`src/rtl/proc_ctrl_pkg.sv`:
```
// ---------------------------------------------------------------------------
// proc_ctrl_pkg
//   Shared processor-control definitions: instruction opcode constants,
//   ALU op constants and the multiply/divide sequencer state type.
//   No ports (package).
// ---------------------------------------------------------------------------
package proc_ctrl_pkg;

    // Instruction opcodes
    localparam logic [4:0] OPC_RTYPE = 5'b00000;
    localparam logic [4:0] OPC_J     = 5'b00001;
    localparam logic [4:0] OPC_BNE   = 5'b00010;
    localparam logic [4:0] OPC_JAL   = 5'b00011;
    localparam logic [4:0] OPC_JR    = 5'b00100;
    localparam logic [4:0] OPC_ADDI  = 5'b00101;
    localparam logic [4:0] OPC_BLT   = 5'b00110;
    localparam logic [4:0] OPC_SW    = 5'b00111;
    localparam logic [4:0] OPC_LW    = 5'b01000;
    localparam logic [4:0] OPC_SETX  = 5'b10101;
    localparam logic [4:0] OPC_BEX   = 5'b10110;

    // R-type ALU op field
    localparam logic [4:0] ALU_ADD = 5'b00000;
    localparam logic [4:0] ALU_SUB = 5'b00001;
    localparam logic [4:0] ALU_AND = 5'b00010;
    localparam logic [4:0] ALU_OR  = 5'b00011;
    localparam logic [4:0] ALU_SLL = 5'b00100;
    localparam logic [4:0] ALU_SRA = 5'b00101;
    localparam logic [4:0] ALU_MUL = 5'b00110;
    localparam logic [4:0] ALU_DIV = 5'b00111;

    // Multiply/divide sequencer states
    typedef enum logic [1:0] {
        ST_IDLE = 2'd0,
        ST_MUL  = 2'd1,
        ST_DIV  = 2'd2,
        ST_DONE = 2'd3
    } md_state_e;

endpackage

```
`src/rtl/multdiv_iter_unit.sv`:
```
// ---------------------------------------------------------------------------
// multdiv_iter_unit
//   Shared iterative datapath for unsigned magnitude multiply (shift-add) and
//   restoring divide. One step per cycle while step_mul_i / step_div_i is high.
//
//   Registers:
//     acc_q : 2*WIDTH accumulator (MUL product) / partial remainder (DIV)
//     sh_q  : 2*WIDTH multiplicand, shifted left every MUL step; holds the
//             divisor (low WIDTH bits) during DIV
//     sr_q  : WIDTH multiplier shift register (MUL, shifts right) /
//             dividend-in, quotient-out shift register (DIV, shifts left)
//
// Ports
//   clock_i, resetn_i  clock, asynchronous active-low reset
//   load_i             clear accumulator, load sh_q/sr_q from load_sh_i/load_sr_i
//   step_mul_i         perform one shift-add step
//   step_div_i         perform one restoring divide step
//   load_sh_i          multiplicand (MUL) or divisor (DIV) magnitude
//   load_sr_i          multiplier (MUL) or dividend (DIV) magnitude
//   acc_nxt_o          accumulator value after the current step
//   sr_nxt_o           shift register value after the current step
//   sr_nxt_zero_o      sr_nxt_o is all zero (no multiplier bits left)
// ---------------------------------------------------------------------------
module multdiv_iter_unit #(
    parameter int WIDTH = 32
) (
    input  logic                 clock_i,
    input  logic                 resetn_i,
    input  logic                 load_i,
    input  logic                 step_mul_i,
    input  logic                 step_div_i,
    input  logic [WIDTH-1:0]     load_sh_i,
    input  logic [WIDTH-1:0]     load_sr_i,
    output logic [2*WIDTH-1:0]   acc_nxt_o,
    output logic [WIDTH-1:0]     sr_nxt_o,
    output logic                 sr_nxt_zero_o
);

    logic [2*WIDTH-1:0] acc_q, acc_d;
    logic [2*WIDTH-1:0] sh_q, sh_d;
    logic [WIDTH-1:0]   sr_q, sr_d;

    // Restoring divide: bring the next dividend bit into the remainder and
    // try subtracting the divisor. The remainder stays below 2*divisor, so
    // the 2*WIDTH difference never wraps and its MSB is a true sign.
    logic [2*WIDTH-1:0] rem_sh;
    logic [2*WIDTH-1:0] trial;

    assign rem_sh = {acc_q[2*WIDTH-2:0], sr_q[WIDTH-1]};
    assign trial  = rem_sh - sh_q;

    always_comb begin
        acc_d = acc_q;
        sh_d  = sh_q;
        sr_d  = sr_q;
        if (load_i) begin
            acc_d = '0;
            sh_d  = {{WIDTH{1'b0}}, load_sh_i};
            sr_d  = load_sr_i;
        end else if (step_mul_i) begin
            // Multiplicand shifts left so the product is complete as soon as
            // the multiplier runs out of set bits.
            acc_d = acc_q + (sr_q[0] ? sh_q : '0);
            sh_d  = sh_q << 1;
            sr_d  = sr_q >> 1;
        end else if (step_div_i) begin
            if (!trial[2*WIDTH-1]) begin
                acc_d = trial;
                sr_d  = {sr_q[WIDTH-2:0], 1'b1};
            end else begin
                acc_d = rem_sh;
                sr_d  = {sr_q[WIDTH-2:0], 1'b0};
            end
        end
    end

    always_ff @(posedge clock_i or negedge resetn_i) begin
        if (!resetn_i) begin
            acc_q <= '0;
            sh_q  <= '0;
            sr_q  <= '0;
        end else begin
            acc_q <= acc_d;
            sh_q  <= sh_d;
            sr_q  <= sr_d;
        end
    end

    assign acc_nxt_o     = acc_d;
    assign sr_nxt_o      = sr_d;
    assign sr_nxt_zero_o = (sr_d == '0);

endmodule

```
`src/rtl/multdiv_sequencer.sv`:
```
// ---------------------------------------------------------------------------
// multdiv_sequencer
//   Execute-stage multicycle controller for signed MUL/DIV. Decodes the
//   issued instruction, stalls the pipeline while the shared iterative
//   datapath (multdiv_iter_unit) runs, and returns a signed WIDTH-bit result
//   with an exception flag (MUL overflow, DIV by zero, DIV INT_MIN/-1).
//
//   Optional feature: define MULTDIV_EARLY_TERM_EN to let MUL finish as soon
//   as the remaining multiplier bits are all zero (after at least one step).
//   Without it, MUL always takes WIDTH steps.
//
// Ports
//   clock         in   1      rising-edge clock
//   resetn        in   1      asynchronous active-low reset
//   issue         in   1      decode-stage instruction valid
//   opcode        in   5      instruction opcode
//   raw_aluop     in   5      instruction ALU op field
//   operandA      in   WIDTH  multiplicand / dividend
//   operandB      in   WIDTH  multiplier / divisor
//   stall         out  1      freeze PC and upstream pipeline registers
//   busy          out  1      FSM outside IDLE
//   result_valid  out  1      one-cycle pulse, result/exception valid
//   result        out  WIDTH  product low word / quotient
//   exception     out  1      overflow / divide-by-zero flag
//
// Handshake: an instruction is accepted only when issue is high in IDLE and
// decodes as MUL/DIV; stall rises combinationally in that same cycle and
// stays high until the cycle before result_valid, so the stalled instruction
// advances to writeback together with the result_valid pulse. issue while
// busy is ignored.
// ---------------------------------------------------------------------------
module multdiv_sequencer
    import proc_ctrl_pkg::*;
#(
    parameter int         WIDTH     = 32,
    parameter logic [4:0] MUL_ALUOP = ALU_MUL,
    parameter logic [4:0] DIV_ALUOP = ALU_DIV
) (
    input  logic              clock,
    input  logic              resetn,
    input  logic              issue,
    input  logic [4:0]        opcode,
    input  logic [4:0]        raw_aluop,
    input  logic [WIDTH-1:0]  operandA,
    input  logic [WIDTH-1:0]  operandB,
    output logic              stall,
    output logic              busy,
    output logic              result_valid,
    output logic [WIDTH-1:0]  result,
    output logic              exception
);

    localparam int CNT_W = $clog2(WIDTH) + 1;

    md_state_e          state_q, state_d;
    logic [CNT_W-1:0]   cnt_q, cnt_d;
    logic               neg_q, neg_d;
    logic [WIDTH-1:0]   result_q, result_d;
    logic               exc_q, exc_d;

    // Decode
    logic is_mul, is_div, start;
    assign is_mul = issue && (opcode == OPC_RTYPE) && (raw_aluop == MUL_ALUOP);
    assign is_div = issue && (opcode == OPC_RTYPE) && (raw_aluop == DIV_ALUOP);
    assign start  = is_mul || is_div;

    // Operand magnitudes. |INT_MIN| is 2^(WIDTH-1), which still fits as an
    // unsigned WIDTH-bit value.
    logic             sign_a, sign_b, b_zero;
    logic [WIDTH-1:0] mag_a, mag_b;
    assign sign_a = operandA[WIDTH-1];
    assign sign_b = operandB[WIDTH-1];
    assign mag_a  = sign_a ? (~operandA + 1'b1) : operandA;
    assign mag_b  = sign_b ? (~operandB + 1'b1) : operandB;
    assign b_zero = (operandB == '0);

    // Datapath control
    logic               load, step_mul, step_div;
    logic [2*WIDTH-1:0] acc_nxt;
    logic [WIDTH-1:0]   sr_nxt;
    logic               sr_nxt_zero;

    multdiv_iter_unit #(
        .WIDTH (WIDTH)
    ) u_iter (
        .clock_i       (clock),
        .resetn_i      (resetn),
        .load_i        (load),
        .step_mul_i    (step_mul),
        .step_div_i    (step_div),
        .load_sh_i     (is_mul ? mag_a : mag_b),
        .load_sr_i     (is_mul ? mag_b : mag_a),
        .acc_nxt_o     (acc_nxt),
        .sr_nxt_o      (sr_nxt),
        .sr_nxt_zero_o (sr_nxt_zero)
    );

    // Signed results formed from the post-step datapath values, so they can
    // be registered on the same edge that enters DONE.
    logic [2*WIDTH-1:0] prod_s;
    logic               mul_ovf;
    logic [WIDTH-1:0]   quot_s;
    logic               div_ovf;

    assign prod_s  = neg_q ? (~acc_nxt + 1'b1) : acc_nxt;
    // Product fits in WIDTH bits only if bits [2W-1:W-1] are all equal.
    assign mul_ovf = !((&prod_s[2*WIDTH-1:WIDTH-1]) || !(|prod_s[2*WIDTH-1:WIDTH-1]));
    assign quot_s  = neg_q ? (~sr_nxt + 1'b1) : sr_nxt;
    // A positive quotient with the MSB set can only be INT_MIN / -1; the raw
    // magnitude bits already equal INT_MIN.
    assign div_ovf = !neg_q && sr_nxt[WIDTH-1];

    // Last iteration of the current operation
    logic last_step, mul_done;
    assign last_step = (cnt_q == CNT_W'(WIDTH - 1));
`ifdef MULTDIV_EARLY_TERM_EN
    assign mul_done  = last_step || sr_nxt_zero;
`else
    assign mul_done  = last_step;
`endif

    always_comb begin
        state_d  = state_q;
        cnt_d    = cnt_q;
        neg_d    = neg_q;
        result_d = result_q;
        exc_d    = exc_q;
        load     = 1'b0;
        step_mul = 1'b0;
        step_div = 1'b0;

        case (state_q)
            ST_IDLE: begin
                if (start) begin
                    load  = 1'b1;
                    neg_d = sign_a ^ sign_b;
                    cnt_d = '0;
                    if (is_mul) begin
                        state_d = ST_MUL;
                    end else if (b_zero) begin
                        state_d  = ST_DONE;
                        result_d = '0;
                        exc_d    = 1'b1;
                    end else begin
                        state_d = ST_DIV;
                    end
                end
            end
            ST_MUL: begin
                step_mul = 1'b1;
                cnt_d    = cnt_q + 1'b1;
                if (mul_done) begin
                    state_d  = ST_DONE;
                    result_d = prod_s[WIDTH-1:0];
                    exc_d    = mul_ovf;
                end
            end
            ST_DIV: begin
                step_div = 1'b1;
                cnt_d    = cnt_q + 1'b1;
                if (last_step) begin
                    state_d  = ST_DONE;
                    result_d = quot_s;
                    exc_d    = div_ovf;
                end
            end
            ST_DONE: begin
                state_d = ST_IDLE;
            end
            default: begin
                state_d = ST_IDLE;
            end
        endcase
    end

    always_ff @(posedge clock or negedge resetn) begin
        if (!resetn) begin
            state_q  <= ST_IDLE;
            cnt_q    <= '0;
            neg_q    <= 1'b0;
            result_q <= '0;
            exc_q    <= 1'b0;
        end else begin
            state_q  <= state_d;
            cnt_q    <= cnt_d;
            neg_q    <= neg_d;
            result_q <= result_d;
            exc_q    <= exc_d;
        end
    end

    assign stall        = ((state_q == ST_IDLE) && start) ||
                          (state_q == ST_MUL) || (state_q == ST_DIV);
    assign busy         = (state_q != ST_IDLE);
    assign result_valid = (state_q == ST_DONE);
    assign result       = result_q;
    assign exception    = exc_q;

endmodule

```
`config.mk`:
```
export PLATFORM = sky130hd
export DESIGN_NAME = multdiv_sequencer
export DESIGN_NICKNAME = d
export VERILOG_FILES = /design/src/rtl/proc_ctrl_pkg.sv /design/src/rtl/multdiv_iter_unit.sv /design/src/rtl/multdiv_sequencer.sv
export SDC_FILE = /design/constraint.sdc
export NUM_CORES = 1
export LEC_CHECK = 0
export ABC_AREA = 1
export BUFFER_PORTS_ARGS = -buffer_cell sky130_fd_sc_hd__buf_2
export CAP_MARGIN = 0
export CORE_ASPECT_RATIO = 1.5
export CORE_MARGIN = 2
export CORE_UTILIZATION = 44
export DETAILED_ROUTE_END_ITERATION = 8
export PLACE_DENSITY = 0.57
export SYNTH_ARGS = -nofsm -noshare
export SYNTH_HDL_FRONTEND = slang
export SYNTH_SLANG_ARGS = --single-unit
```
`constraint.sdc`:
```
create_clock -name clock -period 9.2 [get_ports clock]
set_clock_uncertainty 0.15 [all_clocks]
set_input_delay 1.84 -clock clock [delete_from_list [all_inputs] [get_ports clock]]
set_output_delay 1.84 -clock clock [all_outputs]
set_load 0.01 [all_outputs]
```
==> impl_summary.txt, run 1 <==
----------------------------------------------------
[Run status]
  Run status ... complete, no violations

[Worst setup path]
  Crit path top cell by count ... sky130_fd_sc_hd__nand2_1
  Critical-path cell with the highest stage delay ... sky130_fd_sc_hd__dfrtp_1
  Data arrival time of the critical path ... 6.67 ns
  Largest stage delay, worst path ... 0.58 ns
  Required time at the endpoint of the critical path ... 9.51 ns
  Critical path start-end classification ... flop to flop
  Crit start category ... flop
  Sort of element at the end of the critical path ... flop
  Crit path max fanout ... 53

[CTS]
  Level count of the clock H-tree ... 1
  Skew-Pair Late Insertion Delay ... 0.59 ns
  Total of cells resized after clock tree synthesis ... 0
  Clock buffer count from CTS ... 25
  Register clock-pin slew on the reported worst setup and hold paths ... approximately 0.060 ns
  Sinks on the clock net ... 202
  Number of buffers inserted by post-CTS setup repair ... 0
  CTS root buffer ... sky130_fd_sc_hd__clkbuf_16
  Number of hold buffers added after CTS ... 0
  CTS Buffer Depth ... 3
  CTS tree ... built

[Global routing]
  Vias in the first global route ... 31,910
  Pin count of the biggest net entering global routing ... 77
  Remaining Overflow, GRT ... 0
  Global Route Usage Sum ... 41.22%
  Wire length of the first global-routing pass ... between 150 and 200 mm
  Antenna violations before repair ... 2

[Job]
  Max_cap viols ... 0

[Timing]
  Sum of negative setup slack ... 0 ns
  Worst hold slack after final layout ... 0.3280 ns
  Unrepaired setup endpoints after global routing ... no
  Upper clock frequency limit ... 157.2 MHz
  Number of failing hold endpoints at the final stage ... 0
  Final setup vio count ... 0
  Worst-case headroom to the max-slew limit ... ~16%
  Transition at the pin with the smallest max-transition slack ... 1.249 ns
  Max-slew violation count ... 0
  Clock period minus worst slack ... 6.360 ns
  Final clock period utilization by the worst path ... 69.13%

[Final layout]
  # nets final ... 5,250
  Filler cells ... 7,169
  Most frequent standard cell in the layout excluding fill and tap cells ... sky130_fd_sc_hd__nand2_1
  Share of final-layout standard cells stronger than drive strength 1 ... 7.363%
  Commonest cells after routing, fill and taps aside ... sky130_fd_sc_hd__nand2_1, sky130_fd_sc_hd__inv_1, sky130_fd_sc_hd__nor2_1
  P&R area growth vs syn ... 7.248%

[Routing]
  Length of the first detailed-routing pass in iterations ... 6
  Post-detailed-routing wire length ... 135.9 mm
  Routed wire per std cell ... ~23 um
  Count of routing violations after the opening detailed-route iteration ... just under 3,000
  Via density per instance ... roughly 5.6
  Remaining routing DRC violations ... 0
  ANT nets after route ... 0
  Total via count in the routed design ... between 30,000 and 40,000

[Synthesis]
  Number of enable-type register cells in the synthesized netlist ... 0
  Cell taking the most area after synthesis ... sky130_fd_sc_hd__nand2_1
  Avg Inst Size Synth ... 5.537 um2
  Number of warnings issued by yosys ... 0
  Share of synthesized registers carrying an async set or reset ... 100.0%
  Most used DFF post-synth ... sky130_fd_sc_hd__dfrtp_1
  Top area cells in the synthesized netlist ... sky130_fd_sc_hd__nand2_1, sky130_fd_sc_hd__dfrtp_1, sky130_fd_sc_hd__inv_1
  Sequential element share of the synthesized area ... 18.24%
  Synthesized instance count ... 5,004
  Fraction of synthesized cell area taken by the top area cell type ... 21.76%
  Combined area of all synthesized cells ... 27,710 um2
  Syn_nets ... 5,219
  Yosys reg bits ... between 200 and 250
  Number of distinct library cells after synthesis ... 62

[Place]
  Global placement routability congestion ... 1.037
  Count of port buffers added during placement ... around 110
  HPWL after detailed placement ... 112.1 mm

[Floorplan]
  Placement row count ... 112
  Die Outline Area ... approximately 65,000 um2
  Width of the chip ... 208.9 um
  Floorplan die height ... 311.3 um
  CORE AREA ... 62,220 um2
  Number of primary I/O pins ... 113
  Effective utilization at floorplan ... between 40% and 50%

[Worst hold path]
  Class of the worst hold path ... flop to flop

----------------------------------------------------
[state kept, by name (all words and copies together) (netlist names)]
| signal | count |
|---|---|
| state_q | 2 |
| cnt_q | 6 |
| neg_q | 1 |
| exception | 1 |
| result | 32 |
| u_iter.sh_q | 64 |
| u_iter.acc_q | 64 |
| u_iter.sr_q | 32 |
[per-stage QoR]
step	instance area, um2	cells	setup WS (ns)	util [%]
after floorplan	27710	5004	4.192	-
after global placement	28890	5806	3.108	46.43
after detailed placement	28890	5806	3.130	46.43
after CTS	29710	5850	3.249	47.75
after global routing	29710	5850	2.620	47.75
final	29710	5851	2.840	47.76
[Yosys cell counts, types with 9 or more instances]
master                     instances
sky130_fd_sc_hd__nand3_2          13
sky130_fd_sc_hd__nor4_1           13
sky130_fd_sc_hd__nand2_4          13
sky130_fd_sc_hd__nor2_2           24
sky130_fd_sc_hd__nand2_2          49
sky130_fd_sc_hd__nor2_1          553
sky130_fd_sc_hd__o22ai_1          27
sky130_fd_sc_hd__clkbuf_1         80
sky130_fd_sc_hd__a21oi_1         238
sky130_fd_sc_hd__a221oi_1         12
sky130_fd_sc_hd__buf_2            22
sky130_fd_sc_hd__a22o_1           12
sky130_fd_sc_hd__nand3_1         401
sky130_fd_sc_hd__or2_2            25
sky130_fd_sc_hd__nor2_4           14
sky130_fd_sc_hd__a31oi_1           9
sky130_fd_sc_hd__nand3b_1         21
sky130_fd_sc_hd__a22oi_1          11
sky130_fd_sc_hd__xnor2_1          23
sky130_fd_sc_hd__o21bai_1         27
sky130_fd_sc_hd__o21ai_0         261
sky130_fd_sc_hd__buf_1            18
sky130_fd_sc_hd__xor2_1           72
sky130_fd_sc_hd__o211ai_1         29
sky130_fd_sc_hd__inv_2            29
sky130_fd_sc_hd__ha_1            136
sky130_fd_sc_hd__nand2_1        1606
sky130_fd_sc_hd__nor3_1           41
sky130_fd_sc_hd__dfrtp_1         202
sky130_fd_sc_hd__a21o_1           18
sky130_fd_sc_hd__inv_1           851
sky130_fd_sc_hd__o21ai_1          18
sky130_fd_sc_hd__nand4_1          55
[worst max-delay path, delay by kind of cell, from the launching register on]
family                     cells  cell delay [ns]
AOI/OAI and AO/OA              5             1.16
adders and majority gates      1             0.38
buffers and inverters          1             0.07
DFF                            1             0.58
and+or+nand+nor               22             3.83
[metal layers]
layer | routed length (um) | vias to the layer above | GRT usage, %
met1 | 45850 | 14740 | 41.47
met5 | 18 | - | 0
met4 | 19270 | 4 | 47.22
met2 | 63250 | 1434 | 70.02
met3 | 7541 | 573 | 4.333
li1 | - | 15830 | -
[cells by family after synthesis]
family,count (synthesis),share of synthesized area [%]
compound gates,704,14.51
xor+xnor,95,3.003
fa+ha+maj,138,6.286
buf+inv,1020,14.19
flops,202,18.24
simple gates,2845,43.77
[final cells by class]
cell class	instances	area (um2)	area share, %
Multi-Input combinational cell	3782	18750	63.09
Sequential cell	202	5060	17.03
Inverter	888	3334	11.22
Tap cell	798	998.5	3.360
Timing Repair Buffer	136	750.7	2.526
Clock buffer	36	726.9	2.446
Clock inverter	8	93.84	0.3158
Antenna cell	1	2.502	0.008421
[final timing paths]
path | start | endpoint | slack (ns) | cells past startpoint
setup / recovery | u_iter.acc_q[59]$_DFF_PN0_ | exception$_DFFE_PN0P_ | 2.84 | 29
hold reg to reg | result[31]$_DFFE_PN0P_ | result[31]$_DFFE_PN0P_ | 0.33 | 2
min in group asynchronous | resetn | u_iter.sh_q[43]$_DFFE_PN0P_ | 1.04 | 1
setup reg to reg | u_iter.acc_q[59]$_DFF_PN0_ | exception$_DFFE_PN0P_ | 2.84 | 29
hold / removal | result[31]$_DFFE_PN0P_ | result[31]$_DFFE_PN0P_ | 0.33 | 2
max in group asynchronous | resetn | neg_q$_DFFE_PN0P_ | 6.29 | 2
Power of run 1 is not shown: default switching activity piles up to over one toggle a cycle in this logic, so the estimate is an artifact.
==> run 2: changes to the inputs <==
- clock period: 9.2 -> 6.5 ns (I/O delays scaled with it)
==> run 2 against run 1 <==
  * Wire length up 8.8%
  * Flip-flop and latch count unchanged
  * Final cell count up 0.67%
  * Core utilization up 0.51 points
  * Worst setup slack worse by 2.3 ns
  * First-iteration DRC count up 16%
  * Largest cell class unchanged
==> impl_summary.txt, run 2 (synthesis gave the netlist of run 1 again) <==
----------------------------------------------------
[Routing]
  Remaining routing DRC violations ... 0 (unchanged)
  Count of routing violations after the opening detailed-route iteration ... 3,422 (+16%)
  Length of the first detailed-routing pass in iterations ... 7 (+1)
  Routed wire per std cell ... 25.11 um (+8.1%)
  Post-detailed-routing wire length ... 147.9 mm (+8.8%)
  Total via count in the routed design ... 33,510 (+2.9%)
  ANT nets after route ... 0 (unchanged)
  Via density per instance ... 5.690 (+2.2%)

[Final layout]
  Most frequent standard cell in the layout excluding fill and tap cells ... sky130_fd_sc_hd__nand2_1
  Top flop regs ... u_iter.acc_q (64), u_iter.sh_q (64)
  Commonest cells after routing, fill and taps aside ... sky130_fd_sc_hd__nand2_1, sky130_fd_sc_hd__inv_1, sky130_fd_sc_hd__nor2_1
  Filler cells ... 7,023 (-2.0%)
  Share of final-layout standard cells stronger than drive strength 1 ... 8.037% (+0.67 points)
  P&R area growth vs syn ... 8.391%
  # nets final ... 5,288 (+0.72%)

[Worst hold path]
  Class of the worst hold path ... flop to flop

[Global routing]
  Pin count of the biggest net entering global routing ... 91 (+18%)
  Vias in the first global route ... 32,650 (+2.3%)
  Wire length of the first global-routing pass ... 215.0 mm (+8.1%)
  Antenna violations before repair ... 7 (+5)
  Global Route Usage Sum ... 45.28% (+4.1 points)
  Remaining Overflow, GRT ... 0 (unchanged)

[CTS]
  Number of hold buffers added after CTS ... 0 (unchanged)
  Sinks on the clock net ... 202 (unchanged)
  Clock buffer count from CTS ... 25 (unchanged)
  CTS root buffer ... sky130_fd_sc_hd__clkbuf_16
  CTS Buffer Depth ... 3 (unchanged)
  CTS tree ... built
  Level count of the clock H-tree ... 1 (unchanged)
  Register clock-pin slew on the reported worst setup and hold paths ... 0.07 ns (about the same)
  Skew-Pair Late Insertion Delay ... 0.63 ns (+0.04 ns)
  Total of cells resized after clock tree synthesis ... 0 (unchanged)
  Number of buffers inserted by post-CTS setup repair ... 0 (unchanged)

[Floorplan]
  Die Outline Area ... 65,030 um2 (unchanged)
  CORE AREA ... 62,220 um2 (unchanged)
  Width of the chip ... 208.9 um (unchanged)
  Floorplan die height ... 311.3 um (unchanged)
  Placement row count ... 112 (unchanged)
  Number of primary I/O pins ... 113 (unchanged)
  Effective utilization at floorplan ... 44.53% (unchanged)

[Worst setup path]
  Crit path top cell by count ... sky130_fd_sc_hd__nand2_1
  Critical path start-end classification ... flop to flop
  Required time at the endpoint of the critical path ... 6.82 ns (-2.69 ns)
  Crit start category ... flop
  Largest stage delay, worst path ... 0.73 ns (+0.15 ns)
  Sort of element at the end of the critical path ... flop
  Data arrival time of the critical path ... 6.31 ns (-0.36 ns)
  Crit path max fanout ... 53 (unchanged)
  Critical-path cell with the highest stage delay ... sky130_fd_sc_hd__dfrtp_1

[Timing]
  Unrepaired setup endpoints after global routing ... no
  Final clock period utilization by the worst path ... 92.20% (+23 points)
  Sum of negative setup slack ... 0 ns (unchanged)
  Minimum setup slack in the final design ... 0.5072 ns (-2.333 ns)
  Max-slew violation count ... 0 (unchanged)
  Worst-case headroom to the max-slew limit ... 22.67% (+6.7 points)
  Final setup vio count ... 0 (unchanged)
  Clock period minus worst slack ... 5.993 ns (-0.3674 ns)
  Upper clock frequency limit ... 166.9 MHz (+6.1%)
  Transition at the pin with the smallest max-transition slack ... 1.148 ns (-0.1009 ns)
  Number of failing hold endpoints at the final stage ... 0 (unchanged)

[Place]
  Global placement routability congestion ... 1.157 (+12%)
  HPWL after detailed placement ... 118.7 mm (+6.0%)
  Count of port buffers added during placement ... 112 (unchanged)
  Worst slack at placement ... 1.022 ns (-2.108 ns)

[Job]
  Max_cap viols ... 0 (unchanged)

[Run status]
  Run status ... complete, no violations

----------------------------------------------------
[run 2: cell types whose count changed in the layout (fill, tap and decap cells not counted), sizes merged]
cell      change
bufinv        +2
clkinvlp      +2
diode         +2
clkinv        -1
inv           +1
buf          +38
clkbuf        -5
[run 2: area by class of cell]
| cell class | count | area (um2) | area share [%] |
|---|---|---|---|
| Inverter | 888 | 3333 | 11.10 |
| Clock buffer | 31 | 658.1 | 2.191 |
| Tap cell | 798 | 998.5 | 3.325 |
| Multi-Input combinational cell | 3782 | 18750 | 62.43 |
| Timing Repair Buffer | 174 | 1061 | 3.533 |
| Antenna cell | 3 | 7.507 | 0.02500 |
| Clock inverter | 12 | 165.2 | 0.5500 |
| Sequential cell | 202 | 5060 | 16.85 |
[run 2: metal layers]
layer,up-vias,global-route usage [%],routed length [um]
met5,-,0.07496,51
met1,15200,44.84,48460
li1,15880,-,-
met4,8,49.50,20530
met3,676,10.31,11310
met2,1742,74.69,67590
[run 2: final timing paths]
path                                            start                     endpoint  slack, ns  cells after the start
min reg2reg                    result[11]$_DFFE_PN0P_       result[11]$_DFFE_PN0P_       0.32                      1
max reg2reg                u_iter.acc_q[49]$_DFF_PN0_        exception$_DFFE_PN0P_       0.51                     31
max                        u_iter.acc_q[49]$_DFF_PN0_        exception$_DFFE_PN0P_       0.51                     31
max in group asynchronous                      resetn            neg_q$_DFFE_PN0P_       4.40                      2
min in group asynchronous                      resetn  u_iter.sh_q[45]$_DFFE_PN0P_       0.54                      1
min                            result[11]$_DFFE_PN0P_       result[11]$_DFFE_PN0P_       0.32                      1
[run 2: critical path: cells and delay by family, from the launching register on]
kind / cells / cell delay [ns]
AND/OR/NAND/NOR: 26 / 4.04
flip-flops: 1 / 0.73
adder cells (fa/ha/maj): 1 / 0.45
AO/OA/AOI/OAI: 2 / 0.32
buffers and inverters: 2 / 0.12
[run 2: stage by stage]
step / std cells / hold slack [ns] / cell area (um2) / util [%]
floorplan: 5004 / 0.3286 / 27710 / -
global placement: 5844 / 0.3058 / 29200 / 46.93
detailed placement: 5844 / 0.3102 / 29200 / 46.93
CTS: 5887 / 0.3242 / 30020 / 48.25
global route: 5888 / 0.3491 / 30030 / 48.26
finish: 5890 / 0.3219 / 30030 / 48.27
Power of run 2 is left out for the same reason.
